### config.mk
export PLATFORM = sky130hd
export DESIGN_NAME = multicycle_controller
export DESIGN_NICKNAME = d
export VERILOG_FILES = /design/src/rtl/mc_pkg.sv /design/src/rtl/multicycle_controller_aludec.sv /design/src/rtl/multicycle_controller.sv
export SDC_FILE = /design/constraint.sdc
export NUM_CORES = 1
export LEC_CHECK = 0
export ABC_AREA = 1
export BUFFER_PORTS_ARGS = -buffer_cell sky130_fd_sc_hd__buf_2
export CAP_MARGIN = 10
export CELL_PAD_IN_SITES_DETAIL_PLACEMENT = 1
export CELL_PAD_IN_SITES_GLOBAL_PLACEMENT = 2
export CORE_UTILIZATION = 17
export DETAILED_ROUTE_END_ITERATION = 10
export GPL_ROUTABILITY_DRIVEN = 1
export PLACE_DENSITY = 0.85
export SYNTH_ARGS = -nofsm -noshare
export SYNTH_HDL_FRONTEND = slang
export SYNTH_SLANG_ARGS = --single-unit
### constraint.sdc
create_clock -name clk -period 1.6 [get_ports clk]
set_input_delay 0.32 -clock clk [delete_from_list [all_inputs] [get_ports clk]]
set_output_delay 0.32 -clock clk [all_outputs]
set_load 0.02 [all_outputs]
### src/rtl/mc_pkg.sv
// Shared encodings for the multicycle MIPS controller: FSM states, opcodes, funct codes, ALU codes.
// State BNE exists only when MC_BNE_EN is defined.
package mc_pkg;

    typedef enum logic [3:0] {
        S_FETCH  = 4'd0,
        S_DECODE = 4'd1,
        S_MEMADR = 4'd2,
        S_MEMRD  = 4'd3,
        S_MEMWB  = 4'd4,
        S_MEMWR  = 4'd5,
        S_EXEC   = 4'd6,
        S_ALUWB  = 4'd7,
        S_BRANCH = 4'd8,
        S_ADDIEX = 4'd9,
        S_ADDIWB = 4'd10,
`ifdef MC_BNE_EN
        S_JUMP   = 4'd11,
        S_BNE    = 4'd12
`else
        S_JUMP   = 4'd11
`endif
    } state_t;

    typedef enum logic [1:0] {
        ALUOP_ADD   = 2'b00,
        ALUOP_SUB   = 2'b01,
        ALUOP_FUNCT = 2'b10
    } aluop_t;

    localparam logic [5:0] OP_RTYPE = 6'b000000;
    localparam logic [5:0] OP_LW    = 6'b100011;
    localparam logic [5:0] OP_SW    = 6'b101011;
    localparam logic [5:0] OP_BEQ   = 6'b000100;
    localparam logic [5:0] OP_BNE   = 6'b000101;
    localparam logic [5:0] OP_ADDI  = 6'b001000;
    localparam logic [5:0] OP_J     = 6'b000010;

    localparam logic [5:0] FUNCT_ADD = 6'b100000;
    localparam logic [5:0] FUNCT_SUB = 6'b100010;
    localparam logic [5:0] FUNCT_AND = 6'b100100;
    localparam logic [5:0] FUNCT_OR  = 6'b100101;
    localparam logic [5:0] FUNCT_SLT = 6'b101010;

    localparam logic [2:0] ALU_AND = 3'b000;
    localparam logic [2:0] ALU_OR  = 3'b001;
    localparam logic [2:0] ALU_ADD = 3'b010;
    localparam logic [2:0] ALU_SUB = 3'b110;
    localparam logic [2:0] ALU_SLT = 3'b111;

endpackage

### src/rtl/multicycle_controller_aludec.sv
// ALU decoder: maps the controller's aluop plus the R-type funct field to an ALU control code.
// Purely combinational.
module aludec
    import mc_pkg::*;
(
    input  logic [1:0] aluop_i,
    input  logic [5:0] funct_i,
    output logic [2:0] alucontrol_o
);

    always_comb begin
        alucontrol_o = ALU_ADD;
        case (aluop_i)
            ALUOP_ADD: alucontrol_o = ALU_ADD;
            ALUOP_SUB: alucontrol_o = ALU_SUB;
            ALUOP_FUNCT: begin
                case (funct_i)
                    FUNCT_ADD: alucontrol_o = ALU_ADD;
                    FUNCT_SUB: alucontrol_o = ALU_SUB;
                    FUNCT_AND: alucontrol_o = ALU_AND;
                    FUNCT_OR:  alucontrol_o = ALU_OR;
                    FUNCT_SLT: alucontrol_o = ALU_SLT;
                    default:   alucontrol_o = ALU_ADD;
                endcase
            end
            default: alucontrol_o = ALU_ADD;
        endcase
    end

endmodule

### src/rtl/multicycle_controller.sv
// Moore FSM controller for a multicycle MIPS datapath with a unified, handshaked memory.
// Define MC_BNE_EN to add the BNE state; otherwise op 000101 decodes as an illegal no-op.
module multicycle_controller
    import mc_pkg::*;
(
    input  logic       clk,
    input  logic       reset,
    input  logic [5:0] op,
    input  logic [5:0] funct,
    input  logic       zero,
    input  logic       memready,
    output logic       iord,
    output logic       memwrite,
    output logic       irwrite,
    output logic       regdst,
    output logic       memtoreg,
    output logic       regwrite,
    output logic       alusrca,
    output logic       pcen,
    output logic [1:0] alusrcb,
    output logic [1:0] pcsrc,
    output logic [2:0] alucontrol,
    output logic [3:0] state
);

    state_t     state_q, state_d;
    aluop_t     aluop_c;
    logic       iord_c, memwrite_c, irwrite_c, regdst_c, memtoreg_c, regwrite_c, alusrca_c;
    logic       pcwrite_c, branch_c, bne_c;
    logic [1:0] alusrcb_c, pcsrc_c;
    logic [2:0] alucontrol_c;

    always_ff @(posedge clk or posedge reset) begin
        if (reset) begin
            state_q <= S_FETCH;
        end else begin
            state_q <= state_d;
        end
    end

    always_comb begin
        state_d    = state_q;
        aluop_c    = ALUOP_ADD;
        iord_c     = 1'b0;
        memwrite_c = 1'b0;
        irwrite_c  = 1'b0;
        regdst_c   = 1'b0;
        memtoreg_c = 1'b0;
        regwrite_c = 1'b0;
        alusrca_c  = 1'b0;
        pcwrite_c  = 1'b0;
        branch_c   = 1'b0;
        bne_c      = 1'b0;
        alusrcb_c  = 2'b00;
        pcsrc_c    = 2'b00;
        case (state_q)
            S_FETCH: begin
                alusrcb_c = 2'b01;
                irwrite_c = memready;
                pcwrite_c = memready;
                if (memready) state_d = S_DECODE;
            end
            S_DECODE: begin
                alusrcb_c = 2'b11;
                case (op)
                    OP_LW, OP_SW: state_d = S_MEMADR;
                    OP_RTYPE:     state_d = S_EXEC;
                    OP_BEQ:       state_d = S_BRANCH;
                    OP_ADDI:      state_d = S_ADDIEX;
                    OP_J:         state_d = S_JUMP;
`ifdef MC_BNE_EN
                    OP_BNE:       state_d = S_BNE;
`endif
                    default:      state_d = S_FETCH;
                endcase
            end
            S_MEMADR: begin
                alusrca_c = 1'b1;
                alusrcb_c = 2'b10;
                state_d   = (op == OP_LW) ? S_MEMRD : S_MEMWR;
            end
            S_MEMRD: begin
                iord_c = 1'b1;
                if (memready) state_d = S_MEMWB;
            end
            S_MEMWB: begin
                memtoreg_c = 1'b1;
                regwrite_c = 1'b1;
                state_d    = S_FETCH;
            end
            // Store keeps the write strobe up until memory accepts it.
            S_MEMWR: begin
                iord_c     = 1'b1;
                memwrite_c = 1'b1;
                if (memready) state_d = S_FETCH;
            end
            S_EXEC: begin
                alusrca_c = 1'b1;
                aluop_c   = ALUOP_FUNCT;
                state_d   = S_ALUWB;
            end
            S_ALUWB: begin
                regdst_c   = 1'b1;
                regwrite_c = 1'b1;
                state_d    = S_FETCH;
            end
            S_BRANCH: begin
                alusrca_c = 1'b1;
                aluop_c   = ALUOP_SUB;
                pcsrc_c   = 2'b01;
                branch_c  = 1'b1;
                state_d   = S_FETCH;
            end
            S_ADDIEX: begin
                alusrca_c = 1'b1;
                alusrcb_c = 2'b10;
                state_d   = S_ADDIWB;
            end
            S_ADDIWB: begin
                regwrite_c = 1'b1;
                state_d    = S_FETCH;
            end
            S_JUMP: begin
                pcsrc_c   = 2'b10;
                pcwrite_c = 1'b1;
                state_d   = S_FETCH;
            end
`ifdef MC_BNE_EN
            S_BNE: begin
                alusrca_c = 1'b1;
                aluop_c   = ALUOP_SUB;
                pcsrc_c   = 2'b01;
                bne_c     = 1'b1;
                state_d   = S_FETCH;
            end
`endif
            default: state_d = S_FETCH;
        endcase
    end

    aludec u_aludec (
        .aluop_i      (aluop_c),
        .funct_i      (funct),
        .alucontrol_o (alucontrol_c)
    );

    // Reset masks every output combinationally so nothing waits for a clock edge.
    assign iord       = iord_c     & ~reset;
    assign memwrite   = memwrite_c & ~reset;
    assign irwrite    = irwrite_c  & ~reset;
    assign regdst     = regdst_c   & ~reset;
    assign memtoreg   = memtoreg_c & ~reset;
    assign regwrite   = regwrite_c & ~reset;
    assign alusrca    = alusrca_c  & ~reset;
    assign pcen       = ~reset & (pcwrite_c | (branch_c & zero) | (bne_c & ~zero));
    assign alusrcb    = reset ? 2'b00 : alusrcb_c;
    assign pcsrc      = reset ? 2'b00 : pcsrc_c;
    assign alucontrol = reset ? 3'b000 : alucontrol_c;
    assign state      = reset ? 4'd0 : state_q;

endmodule

# Yosys cells after proc, flatten, opt, wreduce, memory -nomap -nowiden
# Cells that the tools add are included.
[word_totals]
register_bits = 4
in_bits = 16
[classes]
eq_ne = 25
n_mux = 24
bitwise_logic = 11
reduce_logical = 8
[op_table]
columns = ["op", "count"]
rows = [
  ["== test 6 bit, second input constant", 6],
  ["one-hot mux 4 bit (7 select lines)", 1],
  ["one-hot mux 4 bit (5 select lines)", 1],
  ["== test 4 x 3 -> 1 bit, second input constant", 4],
  ["== test 4 bit, second input constant", 4],
  ["2-to-1 mux 4 bit", 4],
  ["one-hot mux 3 bit (4 select lines)", 1],
  ["bitwise AND 1 bit", 9],
  ["== test 4 x 2 -> 1 bit, second input constant", 2],
  ["2-to-1 mux 1 bit", 8],
  ["one-hot mux 2 bit (2 select lines)", 2],
  ["== test 6 x 2 -> 1 bit, second input constant", 1],
  ["== test 6 x 3 -> 1 bit, second input constant", 1],
  ["== test 6 x 4 -> 1 bit, second input constant", 1],
  ["logical NOT 6 bit", 1],
  ["2-to-1 mux 3 bit", 2],
  ["inequality test 2 bit, second input constant", 3],
  ["one-hot mux 2 bit (3 select lines)", 1],
  ["one-hot mux 3 bit (2 select lines)", 1],
  ["OR reduction 2 bit", 3],
  ["== test 4 x 1 -> 1 bit, second input constant", 1],
  ["logical NOT 4 bit", 1],
  ["2-to-1 mux 2 bit", 2],
  ["OR reduction 4 bit", 1],
  ["other kinds (7)", 7],
]

# Logic depth before layout (Yosys ltp)
[logic_depth]
word_depth = 5
ltp_mapped = 9
mapped_depth_nobuf = 9

# Cells and area by module
# Synthesis repeated with hierarchy kept, for this count alone.
[hier_totals]
hier_cells = 154
hier_area_um2 = 765.7
[modules_own_cells]
columns = ["mod", "n_inst", "cells_each", "area_each_um2"]
rows = [
  ["multicycle_controller", 1, 117, 591.8],
  ["aludec", 1, 37, 173.9],
]

# Worst setup path after synthesis
# Ideal clock, no wire load.
[synth_timing]
kind = "reg2out"
startpoint = "register state_q[0]"
endpoint = "output port alucontrol[2]"
arrival_ps = 1674
t_required_ps = 1280
slack_ps = -394
path_stages_with_launch = 7
path_cell_list = "dfrtp_1 nor2_1 nand2_4 inv_1 ha_1 nor2_1 a21boi_0"
[synth_via]
elab_chain_len = 5
[synth_lines]
columns = ["item", "line", "source"]
rows = [
  ["start, declared", "multicycle_controller.sv:26", "state_t state_q, state_d;"],
  ["start signal, assigned", "multicycle_controller.sv:37", "state_q <= state_d;"],
  ["== test 4 bit / == test 4 x 3 -> 1 bit (equally long branches)", "multicycle_controller.sv:56", "case (state_q)"],
  ["one-hot mux 2 bit (2 select lines) (*)", "multicycle_controller.sv:56", ""],
  ["== test 2 bit / == test 2 x 1 -> 1 bit (equally long branches)", "multicycle_controller_aludec.sv:13", "case (aluop_i)"],
  ["one-hot mux 3 bit (2 select lines) (*)", "multicycle_controller_aludec.sv:13", ""],
  ["2-to-1 mux 3 bit (*)", "multicycle_controller.sv:158", "assign alucontrol = reset ? 3'b000 : alucontrol_c;"],
  ["end, declared", "multicycle_controller.sv:22", "output logic [2:0] alucontrol,"],
]
# Every way passes the cells marked *; elsewhere a longest branch is shown, timed or not.

# Final worst setup path
[layout_timing]
startpoint = "register state_q[1]"
endpoint = "output port alucontrol[2]"
# Same word-level chain as after synthesis.

==> run summary <==
outcome = complete, but fails checks
violated checks = setup timing
Main synth FF type = dfrtp_1
Starting Density = 18.4%
share of Yosys cell area claimed by the top area cell type = 20.7%
Final min period = 1.90 ns
DP Cell Count = 217
Post-synth top cells = nand2_1 (35), nor2_1 (29), inv_1 (20)
Non-Filler Instances = 229
most used cell, CP = nor2_4
die width = 63.1 um
clock root cell = clkbuf_8
share of the yosys chip area belonging to registers = 15.8%
# rows = 21
die height = 63.1 um
Detailed Route Iter0 Violations = 11
max_slew headroom = 71.8%
share of layout cells above drive strength 1 = 51.9%
clock skew = 0.00722 ns
area growth from synthesis to layout = 106%
Setup WS post-layout = -0.299 ns
Lkg Pwr = 0.720 nW
core area = 3440 um^2
Pwr Density = 949 nW/um^2
area leader, netlist = nand2_1
Final ANT Viol Nets = 0
RSZ-0062 raised after global routing = yes
DRT Wirelength = 2730 um
Async SR Flop Fraction = 100%
via/cell ratio = 4.36
CP max stage delay = 0.40 ns
Crit path buffers/inverters = 2
cells along the critical path = inv_2 -> nor2_4 -> nand2_4 -> ha_4 -> nor2_4 -> a21boi_4 -> buf_6
EDFF count, synth = 0
CP Max Fanout = 3
area of the multi-input gates = 593 um^2
Antenna diodes = 0
met3 global-route usage = 2.17%
pre-CTS WS = -0.156 ns
FF+latch area = 105 um^2
endpoints failing setup = 15
Detail Placement HPWL = 2120 um
overall routing resource usage = 14.0%
TNS Setup = -2.10 ns
Final Hold Vio Count = 0
Mapped Area = 634 um^2
Syn Inst Count = 123
hold buffers post-CTS = 0
Synth warnings = 0
GR peak layer = met2
Biggest register = state_q
GR Util met2 = 25.1%
worst hold path class = in -> async
H-tree levels = 1
Top delay family on crit path = flip-flops
Worst path slowest cell = dfrtp_2
Clock Latency Late Sink = 0.23 ns
Routed wire per std cell = 11.9 um
maximum VDD drop = 477 uV
Slew Limit Fails = 0
DRC violation count after routing = 0
RePlAce Congestion = 0.785
final worst path period share = 119%
fmax = 527 MHz
met1 global-route usage = 16.1%
Max-Cap Viols = 0
clock sink count = 4
Overflow after GRT = 0
top post-synthesis cells by area = nand2_1 (21%), nor2_1 (17%), dfrtp_1 (16%)
critical path required time = 1.28 ns
final net count = 203
number of buffers created by CTS = 3
Worst setup SP type = flop
drt pass-1 iters = 4
max reg flops = 4
port bufs = 34
clock tree buffer depth = 2
Boundary Pins = 35
Cell variety after synth = 18
CTS tree = done
clock transition at the registers of the reported paths = 0.04 ns
initial antenna violation count = 0
count leader, synth = nand2_1
DR vias = 999
worst slew pin tran = 0.423 ns
#FFs+latches synth = 4
crit path DAT = 1.58 ns
syn_nets = 141
fillers = 447
crit path kind = reg -> out
die area = 3980 um^2
Post-Syn Area per Cell = 5.16 um^2
largest net degree at the start of global routing = 20
critical path endpoint category = primary output
global-route wire length before repair = 4400 um
vias in the first global route = 992
biggest regs = state_q: 4 flops
-- routing by layer --
layer	vias up	routed length, um
met5	-	0
met4	0	52
met3	4	139
met2	32	1400
met1	461	1140
li1	502	-
-- path summary, 6_finish.rpt --
path	from	to	slack, ns	cells past startpoint
max in group asynchronous	reset	state_q[0]	1.25	2
worst max register to register	state_q[1]	state_q[0]	0.20	9
worst min register to register	state_q[1]	state_q[3]	0.90	5
worst min-delay path	reset	state_q[3]	0.18	2
worst max-delay path	state_q[1]	alucontrol[2]	-0.30	7
min in group clk	op[2]	state_q[3]	0.43	3
-- timing repair --
| item | 4_1_cts | 5_1_grt |
|---|---|---|
| pin swaps | 11 | 8 |
| setup buffers | 7 | 2 |
| endpoints found under the setup margin | 15 | 15 |
| resized for setup | 31 | 16 |
-- cells by family (layout without fill, tap and decap cells) --
group | Yosys count | after routing | share of synthesized area (%)
flip-flops | 4 | 4 | 15.8
buffers and inverters | 23 | 83 | 13.8
AND/OR/NAND/NOR | 84 | 84 | 57.4
AO/OA/AOI/OAI | 10 | 10 | 9.07
adder cells (fa/ha/maj) | 2 | 2 | 3.94
-- cell type report --
cell class | instances | area share [%]
multi-input combinational | 96 | 45.4
timing repair buffer | 59 | 32.8
sequential | 4 | 8.04
inverter | 21 | 6.22
tap | 46 | 4.40
clock buffer | 3 | 3.16
-- power by group --
part           switching, mW  internal, mW  leakage, nW
clock                 0.0623         0.161       0.0216
combinational          0.452         0.386        0.651
sequential            0.0485         0.130       0.0476
total                  0.563         0.678        0.720
-- cell usage in the layout, fill, tap and decap left out, drive strengths merged --
| cell | instances |
|---|---|
| buf | 59 |
| nand2 | 36 |
| nor2 | 33 |
| inv | 21 |
| nand3 | 13 |
| dfrtp | 4 |
| a31oi | 4 |
| clkbuf | 3 |
| a21oi | 3 |
| ha | 2 |
| o21ai | 2 |
| and3 | 1 |
| a21boi | 1 |
| nand4 | 1 |
-- per-stage QoR --
stage | util (%) | hold WS [ns] | power (mW) | cell area, um^2
after detailed placement | 30.2 | 0.407 | 0.810 | 1040
after floorplan | - | 0.484 | 0.523 | 702
after global routing | 38.0 | 0.214 | 1.32 | 1310
after global placement | 30.2 | 0.400 | 0.791 | 1040
final | 38.0 | 0.179 | 1.24 | 1310
after CTS | 35.6 | 0.167 | 1.16 | 1220
(Power assumes the default switching activity.)
